`config.mk`:
```
export PLATFORM = sky130hd
export DESIGN_NAME = pcap_stream_arbiter
export DESIGN_NICKNAME = d
export VERILOG_FILES = /design/src/rtl/pcap_stream_arbiter.sv
export SDC_FILE = /design/constraint.sdc
export NUM_CORES = 1
export LEC_CHECK = 0
export ABC_AREA = 0
export CAP_MARGIN = 30
export CORE_MARGIN = 2
export CORE_UTILIZATION = 37
export CTS_CLUSTER_SIZE = 40
export DETAILED_ROUTE_END_ITERATION = 10
export PLACE_DENSITY = 0.82
export SLEW_MARGIN = 20
export SYNTH_ARGS = -nofsm -noshare
export SYNTH_HDL_FRONTEND = slang
export SYNTH_SLANG_ARGS = --single-unit
```
`constraint.sdc`:
```
create_clock -name CLOCK -period 1.85 [get_ports CLOCK]
set_input_delay 0.37 -clock CLOCK [delete_from_list [all_inputs] [get_ports CLOCK]]
set_output_delay 0.37 -clock CLOCK [all_outputs]
set_load 0.1 [all_outputs]
```
`src/rtl/pcap_stream_arbiter.sv`:
```
// Per-packet round-robin arbiter merging NSRC byte-wide packet sources onto one byte bus.
// Optional per-source grant counters are built when PCAPARB_SRCCOUNT_EN is defined.
module pcap_stream_arbiter #(
    parameter int unsigned NSRC = 4,
    parameter int unsigned SW   = 2,
    parameter int unsigned IPG  = 12
) (
    input  logic                CLOCK,
    input  logic                RESET,
    input  logic [NSRC-1:0]     src_available,
    input  logic [NSRC-1:0]     src_datavalid,
    input  logic [8*NSRC-1:0]   src_data,
    input  logic [NSRC-1:0]     src_last,
    output logic [NSRC-1:0]     src_pause,
    input  logic                pause,
    output logic                datavalid,
    output logic [7:0]          data,
    output logic                newpkt,
    output logic [SW-1:0]       srcid,
    output logic                busy,
    output logic                truncated,
    output logic [7:0]          pktcount,
    output logic [8*NSRC-1:0]   src_pktcount
);

    typedef enum logic [1:0] {StIdle, StXfer, StGap} state_e;

    state_e          state_q, state_d;
    logic [SW-1:0]   srcid_q, srcid_d;
    logic [SW-1:0]   last_q, last_d;
    logic            newpkt_q, newpkt_d;
    logic            trunc_q, trunc_d;
    logic [7:0]      pktcnt_q, pktcnt_d;
    logic            dv_q, dv_d;
    logic [7:0]      data_q, data_d;
    logic [7:0]      gap_q, gap_d;

    logic [SW-1:0]   win;
    logic            win_vld;
    logic            grant;
    logic            beat_acc;
    logic            end_pkt;
    logic [7:0]      g_data;

    // Round-robin search starting just after the last granted source.
    always_comb begin
        int unsigned idx;
        logic [SW-1:0] cand;
        win     = '0;
        win_vld = 1'b0;
        idx     = 0;
        cand    = '0;
        for (int unsigned k = 0; k < NSRC; k++) begin
            idx = 32'(last_q) + 32'd1 + k;
            if (idx >= NSRC) begin
                idx = idx - NSRC;
            end
            cand = SW'(idx);
            if (!win_vld && src_available[cand]) begin
                win_vld = 1'b1;
                win     = cand;
            end
        end
    end

    assign grant    = (state_q == StIdle) && win_vld;
    assign beat_acc = (state_q == StXfer) && src_datavalid[srcid_q] && !pause;
    assign g_data   = src_data[{srcid_q, 3'b000} +: 8];

    always_comb begin
        state_d   = state_q;
        srcid_d   = srcid_q;
        last_d    = last_q;
        newpkt_d  = 1'b0;
        trunc_d   = 1'b0;
        pktcnt_d  = pktcnt_q;
        dv_d      = 1'b0;
        data_d    = data_q;
        gap_d     = gap_q;
        end_pkt   = 1'b0;
        src_pause = '1;

        unique case (state_q)
            StIdle: begin
                if (win_vld) begin
                    srcid_d  = win;
                    last_d   = win;
                    newpkt_d = 1'b1;
                    pktcnt_d = pktcnt_q + 8'd1;
                    state_d  = StXfer;
                end
            end
            StXfer: begin
                src_pause[srcid_q] = pause;
                if (beat_acc) begin
                    dv_d   = 1'b1;
                    data_d = g_data;
                    if (src_last[srcid_q]) begin
                        end_pkt = 1'b1;
                    end
                end else if (!src_available[srcid_q]) begin
                    // Source gave up mid-packet: abort without re-counting.
                    trunc_d = 1'b1;
                    end_pkt = 1'b1;
                end
                if (end_pkt) begin
                    if (IPG == 0) begin
                        state_d = StIdle;
                    end else begin
                        state_d = StGap;
                        gap_d   = 8'(IPG);
                    end
                end
            end
            StGap: begin
                if (gap_q <= 8'd1) begin
                    state_d = StIdle;
                end else begin
                    gap_d = gap_q - 8'd1;
                end
            end
            default: begin
                state_d = StIdle;
            end
        endcase
    end

    always_ff @(posedge CLOCK) begin
        if (RESET) begin
            state_q  <= StIdle;
            srcid_q  <= '0;
            last_q   <= SW'(NSRC - 1);
            newpkt_q <= 1'b0;
            trunc_q  <= 1'b0;
            pktcnt_q <= '0;
            dv_q     <= 1'b0;
            data_q   <= '0;
            gap_q    <= '0;
        end else begin
            state_q  <= state_d;
            srcid_q  <= srcid_d;
            last_q   <= last_d;
            newpkt_q <= newpkt_d;
            trunc_q  <= trunc_d;
            pktcnt_q <= pktcnt_d;
            dv_q     <= dv_d;
            data_q   <= data_d;
            gap_q    <= gap_d;
        end
    end

    assign datavalid = dv_q;
    assign data      = data_q;
    assign newpkt    = newpkt_q;
    assign srcid     = srcid_q;
    assign busy      = (state_q != StIdle);
    assign truncated = trunc_q;
    assign pktcount  = pktcnt_q;

`ifdef PCAPARB_SRCCOUNT_EN
    for (genvar i = 0; i < NSRC; i++) begin : g_src_cnt
        logic [7:0] cnt_q;
        always_ff @(posedge CLOCK) begin
            if (RESET) begin
                cnt_q <= '0;
            end else if (grant && (win == SW'(i))) begin
                cnt_q <= cnt_q + 8'd1;
            end
        end
        assign src_pktcount[8*i +: 8] = cnt_q;
    end
`else
    assign src_pktcount = '0;
`endif

endmodule
```
==> flow_summary.yaml <==
global_routing:
  grt_use_total: 0.172
  grt_pass1_wl_um: 8820
  grt_max_degree: 22
  first_global_vias: 1992
  antenna_found_initial: 0
  overflow: 0
timing:
  rsz0062_at_grt: "yes"
  max_freq_ghz: 0.540
  finalSetupViolCount: 1
  final.period_utilization: 1.00
  skew_ns: 0.00181
  holdWs_ns: 0.502
  min_period_ns: 1.85
  slew_violations: 0
  fin_ws_ns: -0.00248
  hold_viol: 0
power:
  internal_power_uw: 2440
  ir_worst_vdd_mv: 1.02
  power.share.switching: 0.491
  power_density_nw_per_um2: 1370
  switching_power_uw: 2360
  combPwrFrac: 0.653
  share_seq_of_total_power: 0.235
  leakage_uw: 0.00144
  p_clk_frac: 0.112
synthesis:
  netlist_area_um2: 2200
  synth_ff_type: "dfxtp_1"
  syn_inst: 242
  ys_warn_count: 0
  synth_top_area_share: 0.300
  yosysTopAreaCell: "dfxtp_1"
  syn_avg_cell_area_um2: 9.11
  yosys-top-cells-area: "dfxtp_1 (30%), buf_4 (12%), mux4_2 (10%), mux2i_1 (6.8%), nor2_1 (4.9%)"
  ys_types: 51
  synth-seq-cells: 33
  synth-edff-count: 0
  async_flop_share: 0
  ys_seq_area_frac: 0.300
clock_tree:
  htreeDepth: 2
  cts-root-buf: "clkbuf_8"
  cts_tree: "built"
  cts_hold_buffers: 0
  clk_latency_ns: 0.29
  numCtsBuffers: 5
  clk_pin_slew_worst_paths_ns: 0.07
  clock_sinks: 33
  clockBufferDepth: 2
final_layout:
  final_common_cell: "clkdlybuf4s50_1"
  ff_latch_area_um2: 688
  multi_input_area_um2: 1400
  drive_above_1_share: 0.320
  syn_to_final_growth_pct: 58.6
  fillCellCount: 471
  final_cell_mix: "clkdlybuf4s50_1 (41), buf_4 (40), conb_1 (32)"
  final_nets: 393
  insertedDiodeCount: 0
  fin_area_um2: 3500
die:
  core_area_um2: 5850
  die_w_um: 81.2
  num_rows: 28
  die_h_um: 81.2
  dieArea_um2: 6590
  io_pins: 105
  start_util: 0.377
route:
  wirelength_um: 5870
  num_vias: 2095
  first_iter_violations: 139
  ant_nets: 0
  firstDrtPassIters: 4
  avgViaCountPerCell: 5.00
  wl_per_cell_um: 14.0
  drc: 0
job:
  drv_cap: 0
placed_design:
  port-buffer-count: 72
  place_hpwl_um: 4400
  place_area_um2: 3290
  place.gp.congestion: 0.852
worst_setup_path:
  crit_fanout: 3
  slowest_stage: "or4_4"
  critPathLaunchType: "flip-flop"
  critPathRequiredTime_ns: 1.48
  cpPeakStageDelay_ns: 0.52
  arrival_ns: 1.48
  critPathKind: "reg -> out"
  cp-end-kind: "output port"
  crit_chain: "nand2b_4, or4_4, buf_12"
min_path:
  hp-class: "reg -> reg"
outcome:
  status: "finished, violations left"
  violations: "negative setup slack"
## timing repair
item	CTS	global route
buffers inserted	7	2
pin swaps	3	4
gates resized for setup	13	8
endpoints found under the setup margin	12	8
## sequential cells by signal, indices dropped and copies added, names as in the netlist
register   flops
datavalid      1
truncated      1
srcid          2
state_q        2
pktcount       8
last_q         2
data           8
newpkt         1
gap_q          8
## power by group through the flow
| stage | logic (µW) | registers [µW] | clock network, µW |
|---|---|---|---|
| global route | 3290 | 1160 | 582 |
| CTS | 3030 | 1120 | 551 |
| detailed placement | 2920 | 1120 | 0 |
| finish | 3130 | 1130 | 536 |
| floorplan | 1680 | 1550 | 0 |
| global placement | 2890 | 1120 | 0 |
## Yosys cell counts, types with 2 or more instances
master and n:
o32ai_1 2, nor4_1 4, mux2_2 4, nor2b_1 5, buf_4 34, nand3b_1 3, nor3_1 6, o21ai_0 5
nor2_1 29, o2111ai_1 2, nand2b_1 4, ha_1 3, inv_1 10, nand3_1 5, mux4_2 10, a311oi_1 3
o211ai_1 3, nand2_1 7, buf_1 2, dfxtp_1 33, a21oi_1 8, mux2i_1 15, xnor2_1 6, buf_2 4
clkbuf_1 5, nor3b_1 2, a2111oi_0 3, o41ai_1 2
## per-layer routing
metal,vias up,global-route usage,part of all wire
met5,-,0,0
met4,0,0.0508,0.014
met3,10,0.0567,0.097
met2,100,0.309,0.49
met1,978,0.192,0.40
li1,1007,-,-
## final cells by class
cell class	instances	share of cell area
multi-input combinational	185	0.399
timing repair buffer	108	0.342
sequential	33	0.197
tap	75	0.0268
clock buffer	5	0.0197
inverter	10	0.0107
clock inverter	3	0.00501
## final timing paths
path,startpoint,to,slack [ns],cells after the start
hold reg to reg,data[0]$_SDFFE_PP0P_,data[0]$_SDFFE_PP0P_,0.50,2
hold / removal,data[0]$_SDFFE_PP0P_,data[0]$_SDFFE_PP0P_,0.50,2
setup reg to reg,srcid[1]$_SDFFE_PP0P_,gap_q[0]$_SDFFE_PP0P_,0.02,7
setup / recovery,state_q[1]$_SDFFE_PP0P_,src_pause[0],-0.002,3
## cell families (layout without fill, tap and decap cells)
kind of cell    count (synthesis)  count (layout)  synth area share
buf+inv                        55             126             0.154
flops                          33              33             0.300
fa+ha+maj                       3               3            0.0170
simple gates                   78              78             0.191
other cells                     1              32           0.00170
mux                            29              29             0.191
compound gates                 37              37             0.123
xor+xnor                        6               6            0.0238
## critical path: cells and delay by family (launching register included)
family                 cells  cell delay, ns
AND/OR/NAND/NOR            2            0.66
flip-flops                 1            0.35
buffers and inverters      1            0.18
## stage by stage
| step | setup slack, ns | total power [µW] | cells | utilization | setup TNS (ns) |
|---|---|---|---|---|---|
| global route | -0.0581 | 5040 | 419 | 0.598 | -0.156 |
| global placement | -0.428 | 4010 | 403 | 0.563 | -5.61 |
| finish | -0.00248 | 4800 | 419 | 0.598 | -0.00248 |
| floorplan | -0.147 | 3230 | 273 | - | -1.16 |
| detailed placement | -0.484 | 4040 | 403 | 0.563 | -6.85 |
| CTS | -0.0141 | 4700 | 417 | 0.589 | -0.0141 |
Power figures use the tool's default switching activity.
